[src/rtl/button_debounce_ctrl.sv]
// Debounces WIDTH raw pin inputs: 2-FF synchronizer, one shared sample-tick
// scheduler, per-bit saturating qualify FSMs, clean levels and rising-edge pulses.

module synchronizer #(
  parameter int WIDTH = 1
) (
  input  logic             clk,
  input  logic             rst_n,
  input  logic [WIDTH-1:0] d,
  output logic [WIDTH-1:0] q
);

  logic [WIDTH-1:0] meta_q;
  logic [WIDTH-1:0] sync_q;

  always_ff @(posedge clk or negedge rst_n) begin
    if (!rst_n) begin
      meta_q <= '0;
      sync_q <= '0;
    end else begin
      meta_q <= d;
      sync_q <= meta_q;
    end
  end

  assign q = sync_q;

endmodule

module button_debounce_ctrl #(
  parameter int WIDTH          = 1,
  parameter int SAMPLE_CNT_MAX = 62500,
  parameter int PULSE_CNT_MAX  = 200
) (
  input  logic             clk,
  input  logic             rst_n,
  input  logic [WIDTH-1:0] async_in,
  output logic [WIDTH-1:0] debounced,
  output logic [WIDTH-1:0] rise_pulse
);

  localparam int CW = $clog2(SAMPLE_CNT_MAX);
  localparam int PW = $clog2(PULSE_CNT_MAX + 1);

  typedef enum logic [1:0] {
    ST_IDLE     = 2'd0,
    ST_COUNTING = 2'd1,
    ST_STABLE   = 2'd2
  } state_e;

  logic [WIDTH-1:0] s;
  logic [CW-1:0]    smp_cnt_q, smp_cnt_d;
  logic             tick;
  state_e           state_q [WIDTH];
  state_e           state_d [WIDTH];
  logic [PW-1:0]    cnt_q [WIDTH];
  logic [PW-1:0]    cnt_d [WIDTH];
  logic [WIDTH-1:0] debounced_q, debounced_d;
  logic [WIDTH-1:0] rise_pulse_q, rise_pulse_d;

  synchronizer #(.WIDTH(WIDTH)) u_sync (
    .clk  (clk),
    .rst_n(rst_n),
    .d    (async_in),
    .q    (s)
  );

  // Free-running scheduler; input activity never restarts it.
  always_comb begin
    tick      = (smp_cnt_q == CW'(SAMPLE_CNT_MAX - 1));
    smp_cnt_d = tick ? '0 : smp_cnt_q + 1'b1;
  end

  always_comb begin
    for (int i = 0; i < WIDTH; i++) begin
      state_d[i] = state_q[i];
      cnt_d[i]   = cnt_q[i];
      // A low synchronized sample clears the bit immediately, tick or not.
      if (!s[i]) begin
        state_d[i] = ST_IDLE;
        cnt_d[i]   = '0;
      end else if (tick) begin
        case (state_q[i])
          ST_IDLE: begin
            cnt_d[i]   = PW'(1);
            state_d[i] = (PULSE_CNT_MAX == 1) ? ST_STABLE : ST_COUNTING;
          end
          ST_COUNTING: begin
            cnt_d[i] = cnt_q[i] + 1'b1;
            if (cnt_q[i] == PW'(PULSE_CNT_MAX - 1)) state_d[i] = ST_STABLE;
          end
          ST_STABLE: begin
            state_d[i] = ST_STABLE;
          end
          default: begin
            state_d[i] = ST_IDLE;
            cnt_d[i]   = '0;
          end
        endcase
      end
      debounced_d[i] = (state_d[i] == ST_STABLE);
    end
    rise_pulse_d = debounced_d & ~debounced_q;
  end

  always_ff @(posedge clk or negedge rst_n) begin
    if (!rst_n) begin
      smp_cnt_q    <= '0;
      debounced_q  <= '0;
      rise_pulse_q <= '0;
      for (int i = 0; i < WIDTH; i++) begin
        state_q[i] <= ST_IDLE;
        cnt_q[i]   <= '0;
      end
    end else begin
      smp_cnt_q    <= smp_cnt_d;
      debounced_q  <= debounced_d;
      rise_pulse_q <= rise_pulse_d;
      for (int i = 0; i < WIDTH; i++) begin
        state_q[i] <= state_d[i];
        cnt_q[i]   <= cnt_d[i];
      end
    end
  end

  assign debounced  = debounced_q;
  assign rise_pulse = rise_pulse_q;

endmodule

[config.mk]
export PLATFORM = sky130hd
export DESIGN_NAME = button_debounce_ctrl
export DESIGN_NICKNAME = d
export VERILOG_FILES = /design/src/rtl/button_debounce_ctrl.sv
export SDC_FILE = /design/constraint.sdc
export NUM_CORES = 1
export LEC_CHECK = 0
export CAP_MARGIN = 20
export CORE_MARGIN = 1.5
export CORE_UTILIZATION = 40
export CTS_CLUSTER_DIAMETER = 120
export DETAILED_ROUTE_END_ITERATION = 16
export HOLD_SLACK_MARGIN = 0.02
export PLACE_DENSITY_LB_ADDON = 0.12
export SETUP_SLACK_MARGIN = 0.15
export SYNTH_ARGS = -nofsm -noshare
export SYNTH_HDL_FRONTEND = slang
export SYNTH_SLANG_ARGS = --single-unit
[constraint.sdc]
create_clock -name clk -period 2.11 [get_ports clk]
set_input_delay 0.211 -clock clk [delete_from_list [all_inputs] [get_ports clk]]
set_output_delay 0.211 -clock clk [all_outputs]
set_load 0.03 [all_outputs]
==> summary.md <==
| Metric | Value |
|---|---|
| R2r startpoint | smp_cnt_q[0]$_DFF_PN0_ |
| Root Driver | clkbuf_8 |
| Initial DRT Pass Iterations | 4 |
| Post-DR vias/cell | 5.72 |
| Rel. slew slack | 74.5% |
| CTS Buf Count | 5 |
| Most common cell after layout, fill and taps aside | dfrtp_1 |
| Clock Sinks | 30 |
| Cells after Synth | 152 |
| Setup tns final | 0 ns |
| Endpoint type of the worst setup path | flip-flop |
| Share of cells above drive strength 1 | 14.8% |
| Max-slew violation count | 0 |
| Post-synthesis sequential element count | 30 |
| Die area | 4220 sq um |
| Core ar. | 3660 sq um |
| Worst vdd ir | 0.379 mV |
| Combined area of the multi-input logic cells | 778 sq um |
| Unrepaired setup endpoints after global routing | no |
| Hold WC Path Type | primary input to asynchronous set/reset pin |
| Reg clk slew, reported paths | 0.06 ns |
| Die X-Extent | 65.0 um |
| CP bufs+invs | 0 |
| CP max stage cell | or4_4 |
| Cell Count, Final, Fillers Out | 210 |
| Drt wl/cell | 14.9 um |
| Largest net degree at the start of global routing | 31 |
| Fmax | 0.529 GHz |
| I/O pin count | 5 |
| Worst Tran Pin Value | 0.377 ns |
| Area growth, synth to finish | 15.2% |
| Final WS setup | 0.220 ns |
| Cts hold-fix bufs | 0 |
| Total congestion overflow | 0 |
| Routability congestion estimate | 0.858 |
| Tmin final | 1.89 ns |
| Die H | 65.0 um |
| DRC | 0 |
| Dominant synthesized flop cell | dfrtp_1 |
| Inst Count DP | 202 |
| Post-Place Worst Slack | 0.131 ns |
| Worst Path Required | 2.33 ns |
| Top-area cell type share of the netlist area | 48.9% |
| Leakage | 0.731 nW |
| CP Max Fanout | 4 |
| Final wirelength | 3.12 mm |
| Synth warn | 0 |
| Filler cells | 356 |
| Mapped cell area | 1540 sq um |
| Sw frac | 20.4% |
| Power after layout | 1.05 mW |
| Initial core utilization | 41.9% |
| Worst path cell trace | ha_4, nand4_1, or4_4, or4_1, nand3_1 |
| Buffers added on ports | 4 |
| Post-synthesis area per instance | 10.1 sq um |
| MaxCap Viol Count | 0 |
| Gr usage total | 17.4% |
| Post-route ant nets | 0 |
| Most frequent cells in the layout | dfrtp_1, nor2_1, nand2_1, nand3_1 |
| Core Rows | 22 |
| R2R Setup Slk | 0.22 ns |
| First-pass GRT wire length | 5.49 mm |
| Status | completed |
| Part of the cycle the worst path needs | 89.6% |
| Crit path from | smp_cnt_q[0]$_DFF_PN0_ |
| WS Path Type | flip-flop to flip-flop |
| Worst Path Arrival | 2.11 ns |
| Reg area | 751 sq um |
| Net switching power figure | 0.213 mW |
| CTS tree | yes |
| Syn_nets | 157 |
| Initial antenna violation count | 0 |
| Asr flop ratio synth | 100% |
| Crit path max-delay family | simple AND/OR/NAND/NOR gates |
| Comb power frac | 1.8% |
| Detail Placement HPWL | 2.13 mm |
| Register area share after synthesis | 48.9% |
| Final hold violation count | 0 |
| Clock Latency Late Sink | 0.28 ns |
| Setup Skew | 0.00353 ns |
| Htree depth | 2 |
| Detailed-route via count | 1202 |
| EDFF count, synth | 0 |
| Area contributors post-synth | dfrtp_1, xnor2_1, nand3_1, a21oi_1, nand2_1 |
| Vias in the first global route | 1219 |
| Critical path startpoint category | flip-flop |
| Slowest cell delay on critical path | 0.56 ns |
| Ant diodes | 0 |
| Post-synth top area cell | dfrtp_1 |
| Clock Power Share | 42.9% |
| Initial drt markers | 114 |
| Clock Tree Buf Depth | 2 |
| P_int | 0.833 mW |
| Count of cell types in the netlist | 45 |
| Seq pwr share | 55.4% |
| Final Net Count | 168 |
| Worst hold slack | 0.317 ns |
| Pwr dens | 592 nW/um^2 |
| Final setup vio count | 0 |
## flip-flops by register name, indices dropped and copies added (netlist names)
register,count
u_sync.q,1
state_q,2
rise_pulse,1
u_sync.meta_q,1
smp_cnt_q,16
cnt_q,8
debounced,1
## layout make-up
class	count	area share, %
Clock buffer	6	4.67
Inverter	5	1.06
Sequential cell	30	42.5
Multi-Input combinational cell	112	44.0
Timing Repair Buffer	9	4.39
Tap cell	48	3.40
## per-stage QoR
step | util, % | area (sq um)
after CTS | 46.7 | 1710
after global routing | 48.3 | 1770
after detailed placement | 44.3 | 1620
final | 48.3 | 1770
after floorplan | - | 1540
after global placement | 44.3 | 1620
## worst reg2reg max path, stage by stage (launching register included)
cell     delay (ns)
dfrtp_1        0.42
ha_4           0.18
nand4_1        0.16
or4_4          0.56
or4_1          0.42
nand3_1        0.10
## final timing paths
path | endpoint | depth (start not counted)
setup / recovery | smp_cnt_q[14]$_DFF_PN0_ | 5
hold / removal | cnt_q[7]$_DFFE_PN0P_ | 2
setup reg to reg | smp_cnt_q[14]$_DFF_PN0_ | 5
hold reg to reg | u_sync.q$_DFF_PN0_ | 0
max in group asynchronous | smp_cnt_q[1]$_DFF_PN0_ | 2
min in group clk | u_sync.q$_DFF_PN0_ | 0
## cells in the mapped netlist (2+ instances only)
| master | number |
|---|---|
| dfrtp_1 | 30 |
| nand2_1 | 12 |
| nor2_1 | 12 |
| nand3_1 | 10 |
| a21oi_1 | 9 |
| xnor2_1 | 9 |
| inv_1 | 5 |
| nand4_1 | 5 |
| or4_1 | 5 |
| o21ai_0 | 4 |
| buf_2 | 3 |
| nor3_1 | 3 |
| o21ai_1 | 3 |
| a31oi_1 | 2 |
| and4_1 | 2 |
| buf_6 | 2 |
| ha_1 | 2 |
| nor3b_1 | 2 |
| nor4_1 | 2 |
| nor4b_2 | 2 |
| o21a_1 | 2 |
| o22ai_1 | 2 |
| xor2_1 | 2 |
## cells by family after synthesis
logic type                 count (synthesis)  share of synthesized area (%)
DFF                                       30                           48.9
adders and majority gates                  2                           1.63
buffers and inverters                     10                           3.67
AOI/OAI and AO/OA                         28                           11.2
xor gates and xnor gates                  11                           6.28
and+or+nand+nor                           71                           28.4
## what timing repair did
item	in CTS	in global routing
setup endpoints to repair	5	6
endpoints found under the hold margin	0	0
gates resized for setup	2	6
pin swaps	0	2
buffers inserted	0	2
## power by group through the flow
stage	logic [mW]	registers [mW]	clock network (mW)
2_1_floorplan	0.00189	0.589	0
5_1_grt	0.0219	0.579	0.500
3_5_place_dp	0.0198	0.590	0
4_1_cts	0.0199	0.579	0.468
6_report	0.0184	0.579	0.448
3_3_place_gp	0.0198	0.590	0
## per-layer routing
metal	global-route usage (%)	up-vias	part of all wire (%)	wire length, um
li1	-	577	-	-
met4	10.1	0	1.9	59
met5	0	-	0	0
met1	20.2	598	44	1390
met2	28.5	21	51	1580
met3	4.86	6	3.1	98
No activity file was read; power rests on OpenSTA's default activity.
